File: src/rtl/pipeline_adder_pkg.sv
// Shared types and defaults for the adder-result accumulator.
package pipeline_adder_pkg;

  typedef enum logic {
    ST_ACC  = 1'b0,
    ST_HOLD = 1'b1
  } state_t;

  localparam int DATA_W_DEF    = 8;
  localparam int ACC_W_DEF     = 16;
  localparam int BLOCK_LEN_DEF = 4;

  // An adder result is the sum plus its carry-out.
  function automatic int val_width(input int data_w);
    return data_w + 1;
  endfunction

endpackage

File: src/rtl/pipeline_adder_accumulator_if.sv
// Input (adder result) and output (block total) valid/ready channels of the accumulator.
interface pipeline_adder_accumulator_if #(
  parameter int DATA_W = 8,
  parameter int ACC_W  = 16
);
  logic              in_valid;
  logic [DATA_W-1:0] in_sum;
  logic              in_cout;
  logic              in_ready;
  logic              out_valid;
  logic              out_ready;
  logic [ACC_W-1:0]  out_data;
  logic              out_ovf;

  modport master (
    output in_valid, in_sum, in_cout, out_ready,
    input  in_ready, out_valid, out_data, out_ovf
  );

  modport slave (
    input  in_valid, in_sum, in_cout, out_ready,
    output in_ready, out_valid, out_data, out_ovf
  );
endinterface

File: src/rtl/pipeline_adder_accumulator_acc_add_unit.sv
// Combinational accumulate step: acc + v with overflow detect.
// Build option ACC_SAT_EN: clamp to all-ones on overflow instead of wrapping.
module acc_add_unit #(
  parameter int ACC_W = 16
) (
  input  logic [ACC_W-1:0] i_acc,
  input  logic [ACC_W-1:0] i_v,
  output logic [ACC_W-1:0] o_next_acc,
  output logic             o_ovf
);
  logic [ACC_W:0] w_sum;

  assign w_sum = {1'b0, i_acc} + {1'b0, i_v};
  assign o_ovf = w_sum[ACC_W];

`ifdef ACC_SAT_EN
  // Once clamped, any further non-zero add overflows again, so the total stays pinned.
  assign o_next_acc = w_sum[ACC_W] ? {ACC_W{1'b1}} : w_sum[ACC_W-1:0];
`else
  assign o_next_acc = w_sum[ACC_W-1:0];
`endif

endmodule

File: src/rtl/pipeline_adder_accumulator.sv
// Accumulates BLOCK_LEN adder results into one total presented on a valid/ready output.
// Build option ACC_SAT_EN (in acc_add_unit) selects saturating instead of wrapping totals.
module pipeline_adder_accumulator
  import pipeline_adder_pkg::*;
#(
  parameter int DATA_W    = DATA_W_DEF,
  parameter int ACC_W     = ACC_W_DEF,
  parameter int BLOCK_LEN = BLOCK_LEN_DEF
) (
  input  logic                         clk,
  input  logic                         rst,
  pipeline_adder_accumulator_if.slave  bus
);
  localparam int VAL_W = val_width(DATA_W);
  localparam int CNT_W = $clog2(BLOCK_LEN + 1);

  state_t           r_state;
  state_t           w_state_nxt;
  logic [ACC_W-1:0] r_acc;
  logic [ACC_W-1:0] w_acc_nxt;
  logic [CNT_W-1:0] r_cnt;
  logic [CNT_W-1:0] w_cnt_nxt;
  logic             r_ovf;
  logic             w_ovf_nxt;
  logic [VAL_W-1:0] w_val;
  logic [ACC_W-1:0] w_v;
  logic [ACC_W-1:0] w_add_acc;
  logic             w_add_ovf;
  logic             w_in_ready;
  logic             w_in_fire;

  assign w_val = {bus.in_cout, bus.in_sum};
  assign w_v   = ACC_W'(w_val);

  acc_add_unit #(.ACC_W(ACC_W)) u_add (
    .i_acc      (r_acc),
    .i_v        (w_v),
    .o_next_acc (w_add_acc),
    .o_ovf      (w_add_ovf)
  );

  // In HOLD the input is only taken when the finished block is handed off in the same cycle.
  assign w_in_ready    = !rst && ((r_state == ST_ACC) || bus.out_ready);
  assign w_in_fire     = bus.in_valid && w_in_ready;
  assign bus.in_ready  = w_in_ready;
  assign bus.out_valid = (r_state == ST_HOLD);
  assign bus.out_data  = r_acc;
  assign bus.out_ovf   = r_ovf;

  // Next-state, accumulator, counter and overflow decode.
  always_comb begin
    w_state_nxt = r_state;
    w_acc_nxt   = r_acc;
    w_cnt_nxt   = r_cnt;
    w_ovf_nxt   = r_ovf;
    case (r_state)
      ST_ACC: begin
        if (w_in_fire) begin
          w_acc_nxt = w_add_acc;
          w_ovf_nxt = r_ovf | w_add_ovf;
          if (r_cnt == CNT_W'(BLOCK_LEN - 1)) begin
            w_cnt_nxt   = {CNT_W{1'b0}};
            w_state_nxt = ST_HOLD;
          end else begin
            w_cnt_nxt = r_cnt + CNT_W'(1);
          end
        end else begin
          w_acc_nxt = r_acc;
        end
      end
      ST_HOLD: begin
        if (bus.out_ready && bus.in_valid) begin
          w_acc_nxt = w_v;
          w_ovf_nxt = 1'b0;
          if (BLOCK_LEN == 1) begin
            w_cnt_nxt   = {CNT_W{1'b0}};
            w_state_nxt = ST_HOLD;
          end else begin
            w_cnt_nxt   = CNT_W'(1);
            w_state_nxt = ST_ACC;
          end
        end else if (bus.out_ready) begin
          w_acc_nxt   = {ACC_W{1'b0}};
          w_ovf_nxt   = 1'b0;
          w_cnt_nxt   = {CNT_W{1'b0}};
          w_state_nxt = ST_ACC;
        end else begin
          w_acc_nxt = r_acc;
        end
      end
      default: begin
        w_state_nxt = ST_ACC;
        w_acc_nxt   = {ACC_W{1'b0}};
        w_cnt_nxt   = {CNT_W{1'b0}};
        w_ovf_nxt   = 1'b0;
      end
    endcase
  end

  // State and datapath registers; reset discards any partial block.
  always_ff @(posedge clk or posedge rst) begin
    if (rst) begin
      r_state <= ST_ACC;
      r_acc   <= {ACC_W{1'b0}};
      r_cnt   <= {CNT_W{1'b0}};
      r_ovf   <= 1'b0;
    end else begin
      r_state <= w_state_nxt;
      r_acc   <= w_acc_nxt;
      r_cnt   <= w_cnt_nxt;
      r_ovf   <= w_ovf_nxt;
    end
  end

endmodule

File: src/flat_wrapper.sv
// flat-port wrapper written by rule: the top's interface ports become plain ports
module pipeline_adder_accumulator_flat import pipeline_adder_pkg::*;
#(
  parameter int DATA_W    = DATA_W_DEF,
  parameter int ACC_W     = ACC_W_DEF,
  parameter int BLOCK_LEN = BLOCK_LEN_DEF
)
  (clk, rst, bus_in_valid, bus_in_sum, bus_in_cout, bus_out_ready, bus_in_ready, bus_out_valid, bus_out_data, bus_out_ovf);
  pipeline_adder_accumulator_if #(.DATA_W(DATA_W), .ACC_W(ACC_W)) bus_i ();
  input  logic clk;
  input  logic rst;
  input wire logic [$bits(bus_i.in_valid)-1:0] bus_in_valid;
  input wire logic [$bits(bus_i.in_sum)-1:0] bus_in_sum;
  input wire logic [$bits(bus_i.in_cout)-1:0] bus_in_cout;
  input wire logic [$bits(bus_i.out_ready)-1:0] bus_out_ready;
  output wire logic [$bits(bus_i.in_ready)-1:0] bus_in_ready;
  output wire logic [$bits(bus_i.out_valid)-1:0] bus_out_valid;
  output wire logic [$bits(bus_i.out_data)-1:0] bus_out_data;
  output wire logic [$bits(bus_i.out_ovf)-1:0] bus_out_ovf;
  assign bus_i.in_valid = bus_in_valid;
  assign bus_i.in_sum = bus_in_sum;
  assign bus_i.in_cout = bus_in_cout;
  assign bus_i.out_ready = bus_out_ready;
  assign bus_in_ready = bus_i.in_ready;
  assign bus_out_valid = bus_i.out_valid;
  assign bus_out_data = bus_i.out_data;
  assign bus_out_ovf = bus_i.out_ovf;
  pipeline_adder_accumulator #(.DATA_W(DATA_W), .ACC_W(ACC_W), .BLOCK_LEN(BLOCK_LEN)) u_core (.clk(clk), .rst(rst), .bus(bus_i));
endmodule
File: config.mk
export PLATFORM = sky130hd
export DESIGN_NAME = pipeline_adder_accumulator_flat
export DESIGN_NICKNAME = d
export VERILOG_FILES = /design/src/rtl/pipeline_adder_pkg.sv /design/src/rtl/pipeline_adder_accumulator_if.sv /design/src/rtl/pipeline_adder_accumulator_acc_add_unit.sv /design/src/rtl/pipeline_adder_accumulator.sv /design/src/flat_wrapper.sv
export SDC_FILE = /design/constraint.sdc
export NUM_CORES = 1
export LEC_CHECK = 0
export CAP_MARGIN = 25
export CORE_ASPECT_RATIO = 0.75
export CORE_MARGIN = 4
export CORE_UTILIZATION = 45
export CTS_CLUSTER_DIAMETER = 80
export DETAILED_ROUTE_END_ITERATION = 7
export PLACE_DENSITY = 0.83
export SYNTH_ARGS = -nofsm -noshare
export SYNTH_HDL_FRONTEND = slang
export SYNTH_SLANG_ARGS = --single-unit
File: constraint.sdc
create_clock -name clk -period 2.3 [get_ports clk]
set_clock_uncertainty 0.2 [all_clocks]
set_input_delay 0.69 -clock clk [delete_from_list [all_inputs] [get_ports clk]]
set_output_delay 0.69 -clock clk [all_outputs]
set_load 0.05 [all_outputs]
# After elaboration in Yosys (flattened, before gate mapping)
# Cells that the tools add are included.
op_classes:
  n_addsub: 2
  n_eq_ne: 3
  n_mux: 18
  bitwise_logic: 2
  n_reduce_logical: 6
op_table:
  columns: ["cell", "count"]
  rows:
  - ["$mux W16", 3]
  - ["$pmux W16 S2", 1]
  - ["$add A16 B9 Y17", 1]
  - ["$mux W3", 4]
  - ["$mux W1", 7]
  - ["$pmux W3 S2", 1]
  - ["$pmux W1 S2", 2]
  - ["$add A3 B1 Y3 const B", 1]
  - ["$eq A3 B2 Y1 const B", 1]
  - ["$logic_and A1 B1 Y1", 3]
  - ["$ne A3 B3 Y1 const B", 1]
  - ["$ne A2 B1 Y1 const B", 1]
  - ["$reduce_and A2 Y1", 1]
  - ["$logic_not A1 Y1", 1]
  - ["$logic_or A1 B1 Y1", 1]
  - ["$not A1 Y1", 1]
  - ["$or A1 B1 Y1", 1]
word_totals:
  reg_bits: 21
  input_bits: 13
  word_cells: 35

# Depth between registers and ports, before layout
# Gate-level depths: netlist (run 1).
logic_depth:
  word_depth: 6
  mapped_depth: 7

# Modules after synthesis
# A second synthesis (run 1) with hierarchy kept.
hier_totals:
  cells_unflattened: 203
  hier_area_um2: 1929.4
by_module_without_submodules:
  columns: ["module", "n_inst", "cells_each", "area_per_inst_um2"]
  rows:
  - ["pipeline_adder_accumulator", 1, 93, 1073.5]
  - ["acc_add_unit", 1, 110, 855.8]

# Worst setup path before layout (run 1)
# No wires, ideal clock.
synth_path:
  path_kind: "register to output"
  startpoint: "register u_core.r_state (netlist: u_core.bus.out_valid)"
  endpoint: "output bus_in_ready"
  arrival_ns: 1.673
  t_required_ns: 1.410
  slack_ns: -0.263
  stages_incl_launch_ff: 5
  path_cell_list: "dfrtp_1 -> clkbuf_1 -> clkinv_1 -> nor2_1 -> nor2_1"
synth_between:
  elab_chain_cells: 3
synth_rtl:
  columns: ["item", "line_no", "text"]
  rows:
  - ["from (decl)", "pipeline_adder_accumulator.sv:17", "state_t r_state;"]
  - ["from (signal assigned)", "pipeline_adder_accumulator.sv:108", "r_state <= w_state_nxt;"]
  - ["$not A1 Y1", "pipeline_adder_accumulator.sv:43", "assign w_in_ready = !rst && ((r_state == ST_ACC) || bus.out_ready);"]
  - ["$logic_or A1 B1 Y1", "pipeline_adder_accumulator.sv:43", null]
  - ["$logic_and A1 B1 Y1", "pipeline_adder_accumulator.sv:43", null]
  - ["to (decl)", "flat_wrapper.sv:16", "output wire logic [$bits(bus_i.in_ready)-1:0] bus_in_ready;"]
# No other way between the ends.

# Worst setup path after layout (run 1)
layout_path:
  startpoint: "input bus_in_sum[0]"
  endpoint: "register u_core.r_acc[14] (netlist: u_core.bus.out_data[14])"
layout_between:
  elab_chain_cells: 3
layout_rtl:
  columns: ["item", "line_no", "text"]
  rows:
  - ["from (decl)", "flat_wrapper.sv:13", "input wire logic [$bits(bus_i.in_sum)-1:0] bus_in_sum;"]
  - ["$add A16 B9 Y17", "pipeline_adder_accumulator_acc_add_unit.sv:13", "assign w_sum = {1'b0, i_acc} + {1'b0, i_v};"]
  - ["$mux W16", "pipeline_adder_accumulator.sv:58", "if (w_in_fire) begin"]
  - ["$pmux W16 S2", "pipeline_adder_accumulator.sv:56", "case (r_state)"]
  - ["to (signal assigned)", "pipeline_adder_accumulator.sv:104", "r_acc <= {ACC_W{1'b0}};"]
  - ["to (signal assigned)", "pipeline_adder_accumulator.sv:109", "r_acc <= w_acc_nxt;"]
  - ["to (decl)", "pipeline_adder_accumulator.sv:19", "logic [ACC_W-1:0] r_acc;"]
# No other way between the ends. The select of a mux whose other input is x is not followed.
# A chain may end at the register's enable or synchronous reset.

==> flow_summary.yaml, run 1 <==
run_status:
  outcome: "finished, violations left"
  violations: "setup timing"
worst_setup_path:
  cp.buffers_inverters: 2
  critPathMaxStageDelay_ps: 380
  cp-end-kind: "register"
  crit_type: "input pin to register"
  crit_fanout: 3
  worst_setup_path_start_kind: "input pin"
  critPathRequiredTime_ps: 2260
  critPathTopFamily: "adder cells"
  cp_slowest_cell: "fa_2"
  path_cells: "buf_8, ha_4, fa_2, a211oi_4, buf_4, nor3_4, o211ai_1, xor2_1, nor2_1"
  critPathArrivalTime_ps: 2310
detailed_routing:
  drt_wl_total_mm: 5.168
  avgViaCountPerCell: 6.065
  antenna_left: 0
  drtIter0Drc: 147
  wire_per_inst_um: 19.65
  drcViolationCount: 0
  vias: 1595
  firstDrtPassIters: 5
global_routing:
  grt_max_degree: 22
  grt.overflow.total: 0
  grt_use_total_pct: 24.22
  antenna_found_initial: 0
  grt_first_pass_wirelength_mm: 7.603
  grt_pass1_vias: 1576
power:
  ir_worst_vdd_mv: 0.8622
  leakage_uw: 0.0009980
  finalPower_uw: 3097
  p_per_area_nw_per_um2: 1395
sta:
  drv_slew: 0
  finalCritPeriodShare_pct: 102.0
  clock.fmax_mhz: 426.2
  hold_viol_final: 0
  grt_setup_unrepaired: "yes"
  fin_ws_ps: -46.22
  max_slew_margin_pct: 67.13
  min_period_ps: 2346
  tightest_slew_ps: 493.0
  whs_ps: 293.9
  setup_viol: 4
clock_network:
  insertion_delay_ps: 280
  cts_buffers: 3
  clockBufferDepth: 2
  postCtsHoldBufs: 0
  cts_num_sinks: 21
  htree_levels: 1
  cts_root_buf: "clkbuf_8"
  cts_tree: "done"
  clkTransAtPathRegs_ps: 80
final_layout:
  drive_gt1_share_pct: 41.78
  fin_nets: 250
  final_cells: 263
  antenna_cells: 0
  area_growth_pct: 58.53
  nFillCells: 181
die:
  die-area_sq_um: 4077
  start_util_pct: 47.36
  io-pin-count: 32
  rows: 17
  die_x_um: 72.41
  die_y_um: 56.31
  coreArea_sq_um: 2957
logic_synthesis:
  syn-num-nets: 181
  yosys.area_share.simple_pct: 17.25
  ys_types: 35
  synth-warning-count: 0
  synth_seq_area_share_pct: 37.53
  synth-seq-cells: 21
  avgSynthCellArea_sq_um: 8.918
  post_synth_instance_area_sq_um: 1400
  synthAdderAreaFrac_pct: 10.37
  synth_compound_gate_area_share_pct: 26.27
  synth_top_family_by_area: "compound AO/OA/AOI/OAI gates"
  yosys.area_share.xor_xnor_pct: 5.004
  muxShareOfSynthArea_pct: 1.430
  post_synth_inst_count: 157
hold_path:
  min_path_type: "register to register"
placed_design:
  port-buffer-count: 31
  place_ws_ps: -659.6
  dp_cells: 250
  hpwlAfterDp_mm: 3.070
  gp_congestion: 0.8282
flow_run:
  cap_violations: 0
## flip-flops by register name, indices dropped and copies added, names as in the netlist
register,flops
u_core.bus.out_data,16
u_core.bus.out_ovf,1
u_core.bus.out_valid,1
u_core.r_cnt,3
## through the flow
step	instance area (sq um)	setup TNS, ps	utilization (%)
finish	2220	-108.5	75.07
global route	2220	-410.8	75.07
CTS	2161	-6.656	73.09
detailed placement	1954	-8301	66.10
global placement	1954	-7362	66.10
floorplan	1429	-68.77	-
## kinds of logic after synthesis
| family | count (synthesis) |
|---|---|
| compound gates | 56 |
| fa+ha+maj | 11 |
| flops | 21 |
| xor+xnor | 8 |
| buf+inv | 8 |
| simple gates | 51 |
| mux | 2 |
## metal layers
layer | vias to the layer above | share of wire, % | GRT usage, %
met1 | 780 | 39 | 29.19
met2 | 85 | 50 | 42.80
met4 | 0 | 3.3 | 8.684
met3 | 21 | 7.1 | 4.293
met5 | - | 0 | 0
li1 | 709 | - | -
## path summary, 6_finish.rpt
path / from / end / slack (ps) / depth (start not counted)
min: u_core.r_cnt[2] / u_core.r_cnt[2] / 290 / 1
max reg2reg: u_core.bus.out_data[0] / u_core.bus.out_data[14] / 0 / 8
min reg2reg: u_core.r_cnt[2] / u_core.r_cnt[2] / 290 / 1
max: bus_in_sum[0] / u_core.bus.out_data[14] / -50 / 9
max in group asynchronous: rst / u_core.bus.out_valid / 1090 / 4
min in group asynchronous: rst / u_core.bus.out_ovf / 560 / 4
## what timing repair did
action / in CTS / in global routing
setup buffers: 3 / 6
gates resized for setup: 44 / 12
hold endpoints to repair: 0 / 0
pin swaps: 23 / 16
endpoints found under the setup margin: 15 / 10
## layout by cell type, fill, tap and decap left out, drive strengths merged, types with 3 or more instances in the layout
cell and count:
xor2 6, ha 10, clkbuf 7, nor2 20
and2 3, a211oi 3, a22oi 5, dlygate4sd2 5
o211ai 4, nand3 3, or3 4, o21ai 14
buf 60, nand2 12, a41oi 3, a21o 3
dfrtp 21, a21oi 17
## cell usage after synthesis
library cell	n	area (sq um)
a211oi_1	3	22.52
a21o_1	3	22.52
a21oi_1	16	80.08
a21oi_4	1	16.27
a221oi_1	2	17.52
a22oi_1	5	37.54
a31oi_1	2	12.51
a41oi_1	2	17.52
a41oi_2	1	16.27
and2_1	3	18.77
and3_1	1	6.260
clkbuf_1	6	22.52
clkinv_1	1	3.750
dfrtp_1	21	525.5
fa_1	1	20.02
ha_1	10	125.1
inv_1	1	3.750
mux2i_1	2	20.02
nand2_1	12	45.04
nand2b_1	2	12.51
nand3_1	3	15.01
nand4_1	1	6.260
nor2_1	20	75.07
nor3_1	2	10.01
nor4bb_1	1	10.01
o211ai_1	3	22.52
o211ai_2	1	12.51
o21a_1	1	7.510
o21ai_0	14	70.07
o22ai_1	2	12.51
or2_2	1	6.260
or3_1	4	25.02
or3b_4	1	11.26
xnor2_1	2	17.52
xor2_1	6	52.55
## worst register-to-register path, stage by stage (launching register included)
cell and delay [ps]:
dfrtp_1 440, ha_4 200, fa_2 380, a211oi_4 280, buf_4 170, nor3_4 40, o211ai_1 240, xor2_1 180
nor2_1 60
## report_power, final
| group | switching [uW] | internal (uW) | leakage, uW | total [uW] |
|---|---|---|---|---|
| Sequential | 187 | 492 | 0.000262 | 679 |
| Combinational | 1210 | 953 | 0.000713 | 2160 |
| Clock | 131 | 124 | 0.0000228 | 255 |
## cell type report
type	count	area (sq um)	area share (%)
inverter	2	7.507	0.3382
clock buffer	4	45.04	2.029
tap	38	47.55	2.142
sequential	21	526.8	23.73
multi-input combinational	128	1036	46.67
timing repair buffer	70	556.8	25.08
No activity file was read; power rests on OpenSTA's default activity.
==> run 2, diff against run 1 <==
Clock period 2.3 ns to 1.9 ns, I/O delays scaled along.
==> run 2 against run 1 <==
Effect of this change:
- the run still ends with setup timing left
- hold slack got worse by 18 ps
- combinational power up 76%
- non-clock buffer count grew 13
- first-iteration DRC count is 44% higher
- flip-flop and latch count is the same
- largest cell class unchanged
- critical path type is now register to register
- global-route usage grew 6.2 points
- die area unchanged
- count of clock-buffer cells in the layout fell by 1
- highest routed layer unchanged
- final cell count is 4.9% higher
==> flow_summary.yaml, run 2 (same netlist as run 1, synthesis figures left out) <==
sta:
  drv_slew: 0
  hold_viol_final: 0
  max_slew_margin_pct: 62.06
  clock.fmax_mhz: 414.1
  finalCritPeriodShare_pct: 127.1
  setup_viol: 17
  tightest_slew_ps: 569.1
  fin_ws_ps: -514.7
  grt_setup_unrepaired: "yes"
  min_period_ps: 2415
die:
  coreArea_sq_um: 2957
  die_y_um: 56.31
  die_x_um: 72.41
  die-area_sq_um: 4077
  io-pin-count: 32
  rows: 17
  start_util_pct: 47.36
worst_setup_path:
  critPathRequiredTime_ps: 1870
  timing.rr.start: "u_core.bus.out_data[1]"
  critPathArrivalTime_ps: 2390
  cp-end-kind: "register"
  path_cells: "buf_6, fa_2, a211oi_4, o21ai_4, nor4bb_1, a41oi_1, a31oi_1"
  crit_fanout: 3
  critPathMaxStageDelay_ps: 430
  crit_start: "u_core.bus.out_data[1]"
  worst_setup_path_start_kind: "register"
  cp_slowest_cell: "dfrtp_2"
  crit_type: "register to register"
final_layout:
  final_core_utilization_pct: 91.83
  final_common_cell: "buf_4"
  final_cells: 276
  antenna_cells: 0
  largest_register_ffs: 16
  design_area_sq_um: 2715
  drive_gt1_share_pct: 55.88
  fin_nets: 263
  area_growth_pct: 93.92
  layout_common_cells: "39 x buf_4, 20 x buf_12, 18 x nor2_1"
detailed_routing:
  vias: 1865
  avgViaCountPerCell: 6.757
  drcViolationCount: 0
  wire_per_inst_um: 25.86
  firstDrtPassIters: 5
  antenna_left: 0
  drtIter0Drc: 211
  drt_wl_total_mm: 7.136
clock_network:
  cts_num_sinks: 21
  htree_levels: 1
  insertion_delay_ps: 280
  clkTransAtPathRegs_ps: 90
  cts_buffers: 3
  postCtsHoldBufs: 0
  cts_root_buf: "clkbuf_8"
  clockBufferDepth: 2
  cts_tree: "done"
power:
  netSwitchingPower_uw: 2337
  leakage_uw: 0.001157
  p_clk_share_pct: 6.4
  p_int_uw: 2594
  p_comb_share_pct: 77.1
  p_per_area_nw_per_um2: 1816
  swShare_pct: 47.39
  finalPower_uw: 4931
  seq_power_share_pct: 16.5
  ir_worst_vdd_mv: 1.390
run_status:
  outcome: "finished, violations left"
  violations: "setup timing"
global_routing:
  grt_first_pass_wirelength_mm: 9.466
  grt.overflow.total: 0
  grt_pass1_vias: 1741
  grt_use_total_pct: 30.42
  antenna_found_initial: 0
  grt_max_degree: 22
placed_design:
  dp_cells: 253
  hpwlAfterDp_mm: 3.660
  port-buffer-count: 31
  placed_area_sq_um: 2243
  gp_congestion: 0.9055
hold_path:
  min_path_type: "input pin to async pin"
flow_run:
  cap_violations: 0
-- run 2: per-stage QoR --
step / TNS (ps) / setup WS, ps / hold slack (ps)
after global routing: -6236 / -568.7 / 300.1
after floorplan: -2503 / -287.0 / 248.6
after CTS: -2945 / -398.1 / 308.4
after global placement: -12960 / -833.5 / 260.7
final: -5523 / -514.7 / 276.1
after detailed placement: -14840 / -1002 / 289.9
-- run 2: path summary, 6_finish.rpt --
path                                          end  slack (ps)  cells past startpoint
max                        u_core.bus.out_data[8]        -510                      7
min                               u_core.r_cnt[1]         280                      4
max reg2reg                u_core.bus.out_data[8]        -510                      7
min reg2reg                       u_core.r_cnt[2]         340                      1
max in group asynchronous  u_core.bus.out_data[4]         960                      4
min in group clk                  u_core.r_cnt[2]         340                      1
-- run 2: repair_timing --
action / 4_1_cts / 5_1_grt
pin swaps: 31 / 20
endpoints found under the setup margin: 20 / 19
resized for setup: 70 / 29
buffers inserted: 10 / 12
-- run 2: layout make-up --
cell class | count | area [sq um]
multi-input combinational | 128 | 1154
fill | 90 | 241.5
clock inverter | 1 | 5.005
tap | 38 | 47.55
inverter | 2 | 20.02
sequential | 21 | 534.3
timing repair buffer | 83 | 913.4
clock buffer | 3 | 41.29
-- run 2: power groups by stage --
| stage | sequential, uW | clock (uW) | combinational (uW) |
|---|---|---|---|
| 2_1_floorplan | 1180 | 0 | 997 |
| 3_5_place_dp | 758 | 0 | 2700 |
| 3_3_place_gp | 748 | 0 | 2560 |
| 4_1_cts | 787 | 310 | 3200 |
| 5_1_grt | 819 | 327 | 3930 |
| 6_report | 813 | 314 | 3800 |
-- run 2: metal layers --
metal	track usage, %	wire (um)	share of wire, %	vias up
met5	0	0	0	-
met4	14.74	585	8.2	0
met3	6.261	752	11	62
met2	49.03	3332	47	178
met1	38.59	2467	35	882
li1	-	-	-	743
-- run 2: critical path: cells and delay by family (launching register included) --
family                   cells  cell delay (ps)
AO/OA/AOI/OAI                4              820
adder cells (fa/ha/maj)      1              420
flip-flops                   1              430
buffers and inverters        1              140
AND/OR/NAND/NOR              1              300
